**config.mk**
```make
export PLATFORM = sky130hd
export DESIGN_NAME = fetch_stage_flat
export DESIGN_NICKNAME = d
export VERILOG_FILES = /design/src/rtl/fetch_stage_if.sv /design/src/rtl/fetch_stage.sv /design/src/flat_wrapper.sv
export SDC_FILE = /design/constraint.sdc
export NUM_CORES = 1
export LEC_CHECK = 0
export ABC_AREA = 1
export CAP_MARGIN = 20
export CORE_MARGIN = 3
export CORE_UTILIZATION = 52
export CTS_CLUSTER_SIZE = 30
export DETAILED_ROUTE_END_ITERATION = 10
export PLACE_DENSITY_LB_ADDON = 0.25
export SLEW_MARGIN = 25
export SYNTH_ARGS = -nofsm -noshare
export SYNTH_HDL_FRONTEND = slang
export SYNTH_SLANG_ARGS = --single-unit
```
**constraint.sdc**
```tcl
create_clock -name clk -period 10.08 [get_ports clk]
set_input_delay 2.016 -clock clk [delete_from_list [all_inputs] [get_ports clk]]
set_output_delay 2.016 -clock clk [all_outputs]
set_load 0.05 [all_outputs]
```
**src/rtl/fetch_stage_if.sv**
```systemverilog
// fetch_stage_if: decode-decision inputs, instruction-memory port and IF/ID outputs of the fetch stage
interface fetch_stage_if;
  logic        stall;
  logic [2:0]  next_pc_op;
  logic        cmp_eq;
  logic [15:0] imm16;
  logic [25:0] j_address;
  logic [31:0] rs_data;
  logic [31:0] im_addr;
  logic [31:0] im_rdata;
  logic [31:0] pc_F;
  logic [31:0] instr_D;
  logic [31:0] pc_D;
  logic        valid_D;
  logic        pc_err;
  modport master (
    input  stall, next_pc_op, cmp_eq, imm16, j_address, rs_data, im_rdata,
    output im_addr, pc_F, instr_D, pc_D, valid_D, pc_err
  );
  modport slave (
    output stall, next_pc_op, cmp_eq, imm16, j_address, rs_data, im_rdata,
    input  im_addr, pc_F, instr_D, pc_D, valid_D, pc_err
  );
endinterface

```
**src/rtl/fetch_stage.sv**
```systemverilog
// fetch_stage: MIPS program counter and IF/ID register; one delay slot, so nothing is ever squashed
module fetch_stage #(
  parameter logic [31:0] PC_RESET = 32'h0000_3000,
  parameter int          IM_WORDS = 4096
) (
  input logic           clk,
  input logic           reset,
  fetch_stage_if.master f
);
  localparam logic [31:0] PC_END = PC_RESET + 32'(4 * IM_WORDS);
  logic [31:0] pc, pc_d, instr_d, seq, br_tgt, npc;
  logic [2:0]  op;
  logic        valid_d, err;
  // decision inputs carry no meaning until D holds a fetched instruction
  assign op     = valid_d ? f.next_pc_op : 3'd0;
  assign seq    = pc + 32'd4;
  assign br_tgt = pc_d + 32'd4 + {{14{f.imm16[15]}}, f.imm16, 2'b00};
  assign npc    = op == 3'd1 ? (f.cmp_eq ? br_tgt : seq)
                : op == 3'd2 ? {pc_d[31:28], f.j_address, 2'b00}
                : op == 3'd3 ? f.rs_data
                : seq;
  assign err    = (pc[1:0] != 2'b00) | (pc < PC_RESET) | (pc >= PC_END);
  always_ff @(posedge clk or posedge reset)
    if (reset) begin
      pc      <= PC_RESET;
      pc_d    <= '0;
      instr_d <= '0;
      valid_d <= 1'b0;
    end else if (!f.stall) begin
      pc      <= npc;
      pc_d    <= pc;
      instr_d <= err ? 32'h0 : f.im_rdata;
      valid_d <= 1'b1;
    end
  assign f.im_addr = pc;
  assign f.pc_F    = pc;
  assign f.pc_D    = pc_d;
  assign f.instr_D = instr_d;
  assign f.valid_D = valid_d;
  assign f.pc_err  = err;
endmodule

```
**src/flat_wrapper.sv**
```systemverilog
// flat-port wrapper written by rule: the top's interface ports become plain ports
module fetch_stage_flat 
#(
  parameter logic [31:0] PC_RESET = 32'h0000_3000,
  parameter int          IM_WORDS = 4096
)
  (clk, reset, f_stall, f_next_pc_op, f_cmp_eq, f_imm16, f_j_address, f_rs_data, f_im_rdata, f_im_addr, f_pc_F, f_instr_D, f_pc_D, f_valid_D, f_pc_err);
  fetch_stage_if f_i ();
  input logic clk;
  input logic reset;
  input wire logic [$bits(f_i.stall)-1:0] f_stall;
  input wire logic [$bits(f_i.next_pc_op)-1:0] f_next_pc_op;
  input wire logic [$bits(f_i.cmp_eq)-1:0] f_cmp_eq;
  input wire logic [$bits(f_i.imm16)-1:0] f_imm16;
  input wire logic [$bits(f_i.j_address)-1:0] f_j_address;
  input wire logic [$bits(f_i.rs_data)-1:0] f_rs_data;
  input wire logic [$bits(f_i.im_rdata)-1:0] f_im_rdata;
  output wire logic [$bits(f_i.im_addr)-1:0] f_im_addr;
  output wire logic [$bits(f_i.pc_F)-1:0] f_pc_F;
  output wire logic [$bits(f_i.instr_D)-1:0] f_instr_D;
  output wire logic [$bits(f_i.pc_D)-1:0] f_pc_D;
  output wire logic [$bits(f_i.valid_D)-1:0] f_valid_D;
  output wire logic [$bits(f_i.pc_err)-1:0] f_pc_err;
  assign f_i.stall = f_stall;
  assign f_i.next_pc_op = f_next_pc_op;
  assign f_i.cmp_eq = f_cmp_eq;
  assign f_i.imm16 = f_imm16;
  assign f_i.j_address = f_j_address;
  assign f_i.rs_data = f_rs_data;
  assign f_i.im_rdata = f_im_rdata;
  assign f_im_addr = f_i.im_addr;
  assign f_pc_F = f_i.pc_F;
  assign f_instr_D = f_i.instr_D;
  assign f_pc_D = f_i.pc_D;
  assign f_valid_D = f_i.valid_D;
  assign f_pc_err = f_i.pc_err;
  fetch_stage #(.PC_RESET(PC_RESET), .IM_WORDS(IM_WORDS)) u_core (.clk(clk), .reset(reset), .f(f_i));
endmodule
```
==> flow_summary.json, run 1 <==
{
  "cts_buffers": 9,
  "fmaxAchievable_mhz": 209,
  "ys_seq_area_share_pct": 30.5,
  "cts-root-buf": "clkbuf_16",
  "dp_hpwl_um": 22100,
  "area.growth.synth_to_final_pct": 32.3,
  "leakage_nw": 5.11,
  "drv_slew": 0,
  "setup_violations": 0,
  "place.gp.congestion": 0.949,
  "rsz0062_at_grt": "false",
  "path_cells": "clkdlybuf4s50_1 > ha_1 > ha_1 > nand2_1 > nor2_1 > inv_1 > nor2_1 > nand4_1 > nand4_1 > nand3_1 > a21oi_1",
  "die_x_um": 130,
  "placedCellCount": 1577,
  "ir_drop_mv": 0.155,
  "max_stage_delay_ps": 880,
  "postCtsSetupRepairBufs": 0,
  "arrival_ps": 5080,
  "grt_overflow": 0,
  "synth_nets": 1385,
  "yosys-top-cells-area": "dfrtp_1 (30%), nand2_1 (20%), ha_1 (9.3%)",
  "wl_met3_um": 2470,
  "seqCellArea_um2": 2430,
  "drtIter0Drc": 909,
  "die_area_um2": 16900,
  "numPortBuffers": 242,
  "min-delay-start": "u_core.f.instr_D[20]",
  "drtAntennaViolNets": 0,
  "cp_max_fo": 15,
  "reg2reg_depth": 10,
  "start_util_pct": 54.1,
  "synth-edff-count": 0,
  "yosys.area.top_type": "dfrtp_1",
  "io_pins": 243,
  "setup_tns_ps": 0,
  "num_vias": 8690,
  "hp-class": "flip-flop to flip-flop",
  "post-route-util_pct": 71.5,
  "fin_hold_ws_ps": 489,
  "total_power_mw": 1.85,
  "reg2reg_from": "u_core.f.pc_D[22]",
  "row_count": 44,
  "required_ps": 10360,
  "grt_pass1_vias": 8297,
  "fin_nets": 1577,
  "critPathSlowestCell": "clkdlybuf4s50_1",
  "cts_tree": "done",
  "hold_end": "u_core.f.instr_D[20]",
  "synth_commonest_cells": "nand2_1 (421), inv_1 (143), dfrtp_1 (95)",
  "clk_pin_slew_ps": 80,
  "met2_length_um": 12900,
  "top_layer_used": "met4",
  "yosysMostFrequentCell": "nand2_1",
  "power_density_nw_per_um2": 175,
  "via_per_inst": 5.46,
  "antenna_found_initial": 0,
  "cap_violations": 0,
  "ys_ff_latch": 97,
  "htree_levels": 3,
  "synth_cell_type_count": 42,
  "diodes": 0,
  "startpoint_type": "input pin",
  "avgRoutedWirePerCell_um": 17.4,
  "r2r_setup_slack_ps": 7450,
  "min_path_cells": 2,
  "avgSynthCellArea_um2": 6.58,
  "clock_skew_ps": 12.5,
  "final_cells": 1593,
  "period_share_pct": 47.6,
  "cp-end-kind": "flip-flop",
  "clk_path_buf_depth": 2,
  "globalRouteTotalUtil_pct": 32.6,
  "drt-total-wl_um": 27700,
  "tightest_slew_ps": 871,
  "timing.rr.end": "u_core.f.im_addr[23]",
  "die_y_um": 130,
  "crit_type": "input pin to flip-flop",
  "wl_met1_um": 11500,
  "multiInputGateArea_um2": 4580,
  "grt_max_degree": 83,
  "synthCells": 1212,
  "async_reset_ff_share_pct": 100,
  "clock-sinks": 97,
  "status": "finished clean",
  "cts_hold_buf": 0,
  "dr.pass1.iters": 6,
  "hold_violations": 0,
  "drive_gt1_share_pct": 3.48,
  "synth_flop_cell": "dfrtp_1",
  "ctsResizeCount": 0,
  "synth_warnings": 0,
  "nFillCells": 1299,
  "drc": 0,
  "core_um2": 14800,
  "netlist.area_leader.share_pct": 29.8,
  "min_period_ps": 4790,
  "syn_area_um2": 7980,
  "grt_pass1_wl_um": 42800,
  "clock_latency_ps": 350,
  "maxSlewHeadroom_pct": 42.0
}
==> cells in the final DEF (no fill, tap or decap), types with 3 or more instances in the layout <==
master,synthesis,routed
nor3_2,5,5
buf_4,34,4
nor2_2,4,4
nand3b_1,7,7
ha_1,59,59
inv_2,5,6
nand4_1,15,15
a21oi_1,46,46
nor2_1,91,91
inv_1,143,141
clkbuf_16,0,9
o22ai_1,15,15
nand2_1,421,421
nand3_2,3,3
o211ai_1,4,4
o21ai_0,76,76
dfrtp_1,95,95
xor2_1,18,18
xnor2_1,6,6
nor3_1,13,13
clkinv_4,0,3
clkdlybuf4s50_1,0,241
nand3_1,85,85
o21ai_1,11,11
o221ai_1,3,3
==> cell families after synthesis <==
family / synth area share [%]
simple gates: 34.4
fa+ha+maj: 9.51
xor+xnor: 2.64
flops: 30.5
buf+inv: 12.1
compound gates: 10.9
==> per-stage QoR <==
step | setup WS [ps] | instance area (µm²)
floorplan | 5530 | 7980
global placement | 5050 | 10300
detailed placement | 5030 | 10300
CTS | 5370 | 10600
global route | 5130 | 10600
finish | 5290 | 10600
==> critical path: cells and delay by family <==
kind                     cells  cell delay [ps]
buffers and inverters        2              940
AND/OR/NAND/NOR              6             1210
adder cells (fa/ha/maj)      2              730
AO/OA/AOI/OAI                1              170
==> per-layer routing <==
layer,GRT usage (%),vias to the layer above
met2,53.7,420
met1,42.3,3966
li1,-,4247
met4,10.4,0
met5,0,-
met3,8.31,57
==> how the worst max path moves through the flow <==
stage | from | to | slack (ps) | cells past startpoint
2_1_floorplan | reset | u_core.f.im_addr[0] | 5530 | 1
3_3_place_gp | f_imm16[15] | u_core.f.im_addr[23] | 5050 | 12
3_5_place_dp | f_imm16[15] | u_core.f.im_addr[23] | 5030 | 11
4_1_cts | u_core.f.im_addr[15] | f_pc_err | 5370 | 6
5_1_grt | f_imm16[15] | u_core.f.im_addr[23] | 5130 | 12
6_report | f_imm16[15] | u_core.f.im_addr[23] | 5290 | 11
==> cell type report <==
class	instances	share of cell area [%]
clock inverter	6	0.546
tap	184	2.18
clock buffer	10	2.27
sequential	97	23.0
inverter	150	5.37
multi-input combinational	900	43.4
timing repair buffer	246	23.2
==> flip-flops by register name, indices dropped and copies added (netlist names) <==
register          flops
u_core.f.im_addr     32
u_core.f.instr_D     32
u_core.f.pc_D        32
u_core.f.valid_D      1
==> report_power, final <==
| part | switching (mW) | internal [mW] |
|---|---|---|
| sequential | 0.0833 | 0.437 |
| clock | 0.167 | 0.180 |
| combinational | 0.656 | 0.327 |
| total | 0.906 | 0.944 |
Note: power is estimated with default switching activity, not from simulation.
==> inputs of run 2 (changes only) <==
- CORE_UTILIZATION: 52 -> 48
- clock period: 10.08 -> 4.6 ns (I/O delays scaled with it)
==> run 2 against run 1 <==
- sequential power is 120% higher
- final cell count grew 2.0%
- utilization shrank 5.6 points
- cell area is 0.37% higher
- non-clock buffer count rose by 1
- clock skew fell by 2.9 ps
- register-to-register slack got worse by 5400 ps
- routed wire length up 1.2%
- sequential share of layout area fell by 0.084 points
- combinational power up 120%
- hold slack got worse by 6.9 ps
- critical path type is now flip-flop to output pin
==> flow_summary.json, run 2 (synthesis gave the netlist of run 1 again) <==
{
  "dr.pass1.iters": 7,
  "r2r_setup_slack_ps": 2020,
  "cp.depth": 6,
  "setup_violations": 0,
  "status": "finished clean",
  "layout.cell_area.non_filler_um2": 10600,
  "htree_levels": 3,
  "min-delay-start": "u_core.f.instr_D[9]",
  "start_util_pct": 49.7,
  "leakage_nw": 5.10,
  "nFillCells": 1498,
  "arrival_ps": 2870,
  "crit_family": "buffers and inverters",
  "path_cells": "inv_1 > nand4_1 > nor4_1 > nand3_1 > buf_4 > clkdlybuf4s50_1",
  "row_count": 46,
  "drt-total-wl_um": 28000,
  "numPortBuffers": 242,
  "fin_hold_ws_ps": 482,
  "period_share_pct": 82.4,
  "ctsResizeCount": 0,
  "hold_end": "u_core.f.instr_D[9]",
  "reg2reg_depth": 12,
  "drtAntennaViolNets": 0,
  "cts_hold_buf": 0,
  "cp-end-kind": "output pin",
  "core_um2": 16100,
  "fmaxAchievable_mhz": 264,
  "tightest_slew_ps": 905,
  "cts_buffers": 9,
  "post_dp_cell_area_um2": 10300,
  "critical_path_buf_inv_count": 3,
  "multiInputGateArea_um2": 4580,
  "die_x_um": 135,
  "cp_max_fo": 33,
  "critPathSlowestCell": "clkdlybuf4s50_1",
  "startpoint_type": "flip-flop",
  "via_per_inst": 5.37,
  "drv_slew": 0,
  "antenna_found_initial": 0,
  "layout_commonest_cell": "nand2_1",
  "fin_nets": 1578,
  "grt_pass1_wl_um": 44500,
  "min_period_ps": 3790,
  "timing.rr.end": "u_core.f.im_addr[27]",
  "required_ps": 3680,
  "die_area_um2": 18200,
  "cts_tree": "done",
  "die_y_um": 135,
  "min_path_cells": 2,
  "cap_violations": 0,
  "postCtsSetupRepairBufs": 0,
  "layout_common_cells": "nand2_1 (421), clkdlybuf4s50_1 (241), inv_1 (141), dfrtp_1 (95), nor2_1 (91)",
  "maxSlewHeadroom_pct": 39.6,
  "dp_hpwl_um": 22300,
  "power_density_nw_per_um2": 382,
  "ir_drop_mv": 0.244,
  "io_pins": 243,
  "clock-sinks": 97,
  "diodes": 0,
  "grt_max_degree": 75,
  "clk_pin_slew_ps": 70,
  "clk_path_buf_depth": 2,
  "crit_type": "flip-flop to output pin",
  "grt_pass1_vias": 8354,
  "cts-root-buf": "clkbuf_16",
  "drc": 0,
  "post-route-util_pct": 65.9,
  "clock_latency_ps": 360,
  "hold_violations": 0,
  "drtIter0Drc": 737,
  "reg2reg_from": "u_core.f.pc_D[3]",
  "max_stage_delay_ps": 730,
  "num_vias": 8734,
  "setup_tns_ps": 0,
  "area.growth.synth_to_final_pct": 32.8,
  "grt_overflow": 0,
  "place.gp.congestion": 1.03,
  "seqCellArea_um2": 2430,
  "clock_skew_ps": 9.54,
  "total_power_mw": 4.05,
  "globalRouteTotalUtil_pct": 31.0,
  "rsz0062_at_grt": "false",
  "hp-class": "flip-flop to flip-flop",
  "avgRoutedWirePerCell_um": 17.2,
  "drive_gt1_share_pct": 3.41
}
run 2: power by group:
part / total [mW] / internal [mW] / leakage (nW) / switching [mW]
sequential: 1.13 / 0.958 / 1.22 / 0.172
combinational: 2.16 / 0.717 / 3.75 / 1.45
clock: 0.754 / 0.409 / 0.138 / 0.345
total: 4.05 / 2.08 / 5.10 / 1.96
run 2: layout make-up:
type,count,share of cell area [%]
multi-input cells,900,43.2
repair buffers,247,23.2
flip-flops and latches,97,22.9
inverters,150,5.38
clock buffers,13,2.55
well taps,216,2.55
clock inverters,2,0.118
run 2: worst max path at each step:
stage,startpoint,to,slack [ps]
5_1_grt,u_core.f.im_addr[15],f_pc_err,700
4_1_cts,u_core.f.im_addr[15],f_pc_err,850
6_report,u_core.f.im_addr[19],f_pc_err,810
3_3_place_gp,f_imm16[15],u_core.f.im_addr[18],870
2_1_floorplan,reset,u_core.f.im_addr[0],1150
3_5_place_dp,f_imm16[15],u_core.f.im_addr[18],810
run 2: through the flow:
step	cells	worst slack (ps)
after global routing	1625	699
final	1625	809
after floorplan	1212	1150
after CTS	1625	846
after global placement	1610	868
after detailed placement	1610	814
run 2: routing by layer:
metal	global-route usage [%]	wire length (µm)	part of all wire, %
met1	41.3	11700	42
met2	50.8	13200	47
met3	5.48	2320	8.3
met4	10.9	809	2.9
met5	0	0	0
run 2: tightest hold or removal path, delay by kind of cell (launching register included):
family	cells	cell delay, ps
DFF	1	340
AOI/OAI and AO/OA	1	50
and+or+nand+nor	1	50
==> inputs of run 3 (changes only) <==
- CORE_UTILIZATION: 48 -> 44
- clock period: 4.6 -> 3.1 ns (I/O delays scaled with it)
==> run 3 against run 2 <==
- clock power grew 43%
- count of clock-buffer cells in the layout shrank 2
- global-route usage shrank 2.5 points
- first-iteration DRC count up 9.8%
- routed wire length grew 1.2%
- cell area up 2.2%
- register-to-register slack worse by 1400 ps
- final cell count increased by 2.1%
- hold slack gained 0.92 ps
- clock skew is 2.9 ps lower
==> flow_summary.json, run 3 (synthesis gave the netlist of run 1 again) <==
{
  "htree_levels": 3,
  "clock_power_share_pct": 17.7,
  "globalRouteTotalUtil_pct": 28.4,
  "avgRoutedWirePerCell_um": 17.1,
  "power.internal_mw": 3.15,
  "io_pins": 243,
  "hp-class": "flip-flop to flip-flop",
  "dp_hpwl_um": 22500,
  "seqCellArea_um2": 2430,
  "clock_skew_ps": 6.69,
  "cts_tree": "done",
  "grt_pass1_wl_um": 45000,
  "die_area_um2": 19800,
  "leakage_nw": 5.23,
  "clk_pin_slew_ps": 70,
  "multiInputGateArea_um2": 4580,
  "dr.pass1.iters": 5,
  "cts-root-buf": "clkbuf_16",
  "antenna_found_initial": 0,
  "grt_pass1_vias": 8466,
  "power_frac_comb_pct": 54.8,
  "power_density_nw_per_um2": 564,
  "drv_slew": 0,
  "clock_latency_ps": 350,
  "period_share_pct": 94.1,
  "post-route-util_pct": 61.7,
  "row_count": 48,
  "cp-end-kind": "flip-flop",
  "fmaxAchievable_mhz": 343,
  "layout_common_cells": "nand2_1 (421), clkdlybuf4s50_1 (240), inv_1 (141), dfrtp_1 (95), nor2_1 (91)",
  "start_util_pct": 45.5,
  "cts_hold_buf": 0,
  "diodes": 0,
  "num_vias": 8769,
  "drtAntennaViolNets": 0,
  "tightest_slew_ps": 532,
  "drt-total-wl_um": 28300,
  "ctsResizeCount": 0,
  "clock-sinks": 97,
  "hold_violations": 0,
  "die_y_um": 141,
  "grt_overflow": 0,
  "arrival_ps": 3200,
  "startpoint_type": "input pin",
  "crit_type": "input pin to flip-flop",
  "cap_violations": 0,
  "cp_max_fo": 15,
  "drive_gt1_share_pct": 5.16,
  "place.gp.congestion": 0.956,
  "via_per_inst": 5.29,
  "min_period_ps": 2920,
  "switching_share_pct": 48.3,
  "required_ps": 3380,
  "die_x_um": 141,
  "core_um2": 17500,
  "numPortBuffers": 242,
  "area.growth.synth_to_final_pct": 35.6,
  "rsz0062_at_grt": "false",
  "fin_nets": 1603,
  "setup_violations": 0,
  "grt_max_degree": 107,
  "nFillCells": 1675,
  "p_switching_mw": 2.95,
  "status": "finished clean",
  "drc": 0,
  "drtIter0Drc": 809,
  "maxSlewHeadroom_pct": 64.2,
  "fin_hold_ws_ps": 483,
  "power_frac_seq_pct": 27.4,
  "clk_path_buf_depth": 2,
  "postCtsSetupRepairBufs": 0,
  "ir_drop_mv": 0.330,
  "layout_commonest_cell": "nand2_1",
  "cts_buffers": 9
}
[run 3: cell types whose count changed in the layout (fill, tap and decap cells not counted), moves of 2 or more]
| cell | before | now |
|---|---|---|
| buf_12 | 0 | 2 |
| clkinv_4 | 0 | 2 |
| buf_4 | 6 | 28 |
| clkbuf_8 | 3 | 1 |
[run 3: layout make-up]
type                            count  area share, %
Clock buffer                       11           2.24
Clock inverter                      4          0.278
Inverter                          150           5.25
Multi-Input combinational cell    900           42.3
Sequential cell                    97           22.5
Tap cell                          225           2.60
Timing Repair Buffer              272           24.8
[run 3: worst paths after layout]
kind                                      from                    to  slack [ps]  depth (start not counted)
min in group asynchronous                reset   u_core.f.instr_D[2]         770                          3
max in group asynchronous                reset  u_core.f.im_addr[25]        1910                          3
max reg2reg                  u_core.f.pc_D[13]  u_core.f.im_addr[18]         590                         10
min reg2reg                u_core.f.instr_D[0]   u_core.f.instr_D[0]         480                          2
min                        u_core.f.instr_D[0]   u_core.f.instr_D[0]         480                          2
max                                f_imm16[15]  u_core.f.im_addr[18]         180                         13
[run 3: stage by stage]
step | std cells | TNS (ps) | power (mW) | setup WS, ps | instance area [µm²]
6_report | 1659 | 0 | 6.10 | 182 | 10800
5_1_grt | 1659 | 0 | 6.44 | 115 | 10800
4_1_cts | 1658 | 0 | 6.08 | 240 | 10800
3_5_place_dp | 1643 | -51.8 | 4.99 | -51.8 | 10500
3_3_place_gp | 1643 | -26.5 | 4.96 | -26.5 | 10500
2_1_floorplan | 1212 | 0 | 3.84 | 624 | 7980
[run 3: per-layer routing]
metal	routed length, µm	vias up	track usage, %
met5	0	-	0
met4	841	0	9.99
met1	11700	4028	36.9
li1	-	4297	-
met3	2450	53	6.41
met2	13300	391	46.8
[run 3: power groups by stage]
stage	registers, mW	logic, mW	clock network (mW)
5_1_grt	1.70	3.60	1.14
2_1_floorplan	2.15	1.69	0
3_3_place_gp	1.69	3.27	0
6_report	1.67	3.35	1.08
4_1_cts	1.67	3.32	1.09
3_5_place_dp	1.69	3.30	0
[run 3: critical path: stages]
cell and delay [ps]:
clkdlybuf4s50_1 500, buf_12 150, ha_1 240, ha_1 350, nand2_1 100, inv_1 90
nand2_1 70, nor3_1 390, nand2_1 100, nand2_1 80, xor2_1 300, nor2_1 70
o21ai_1 120
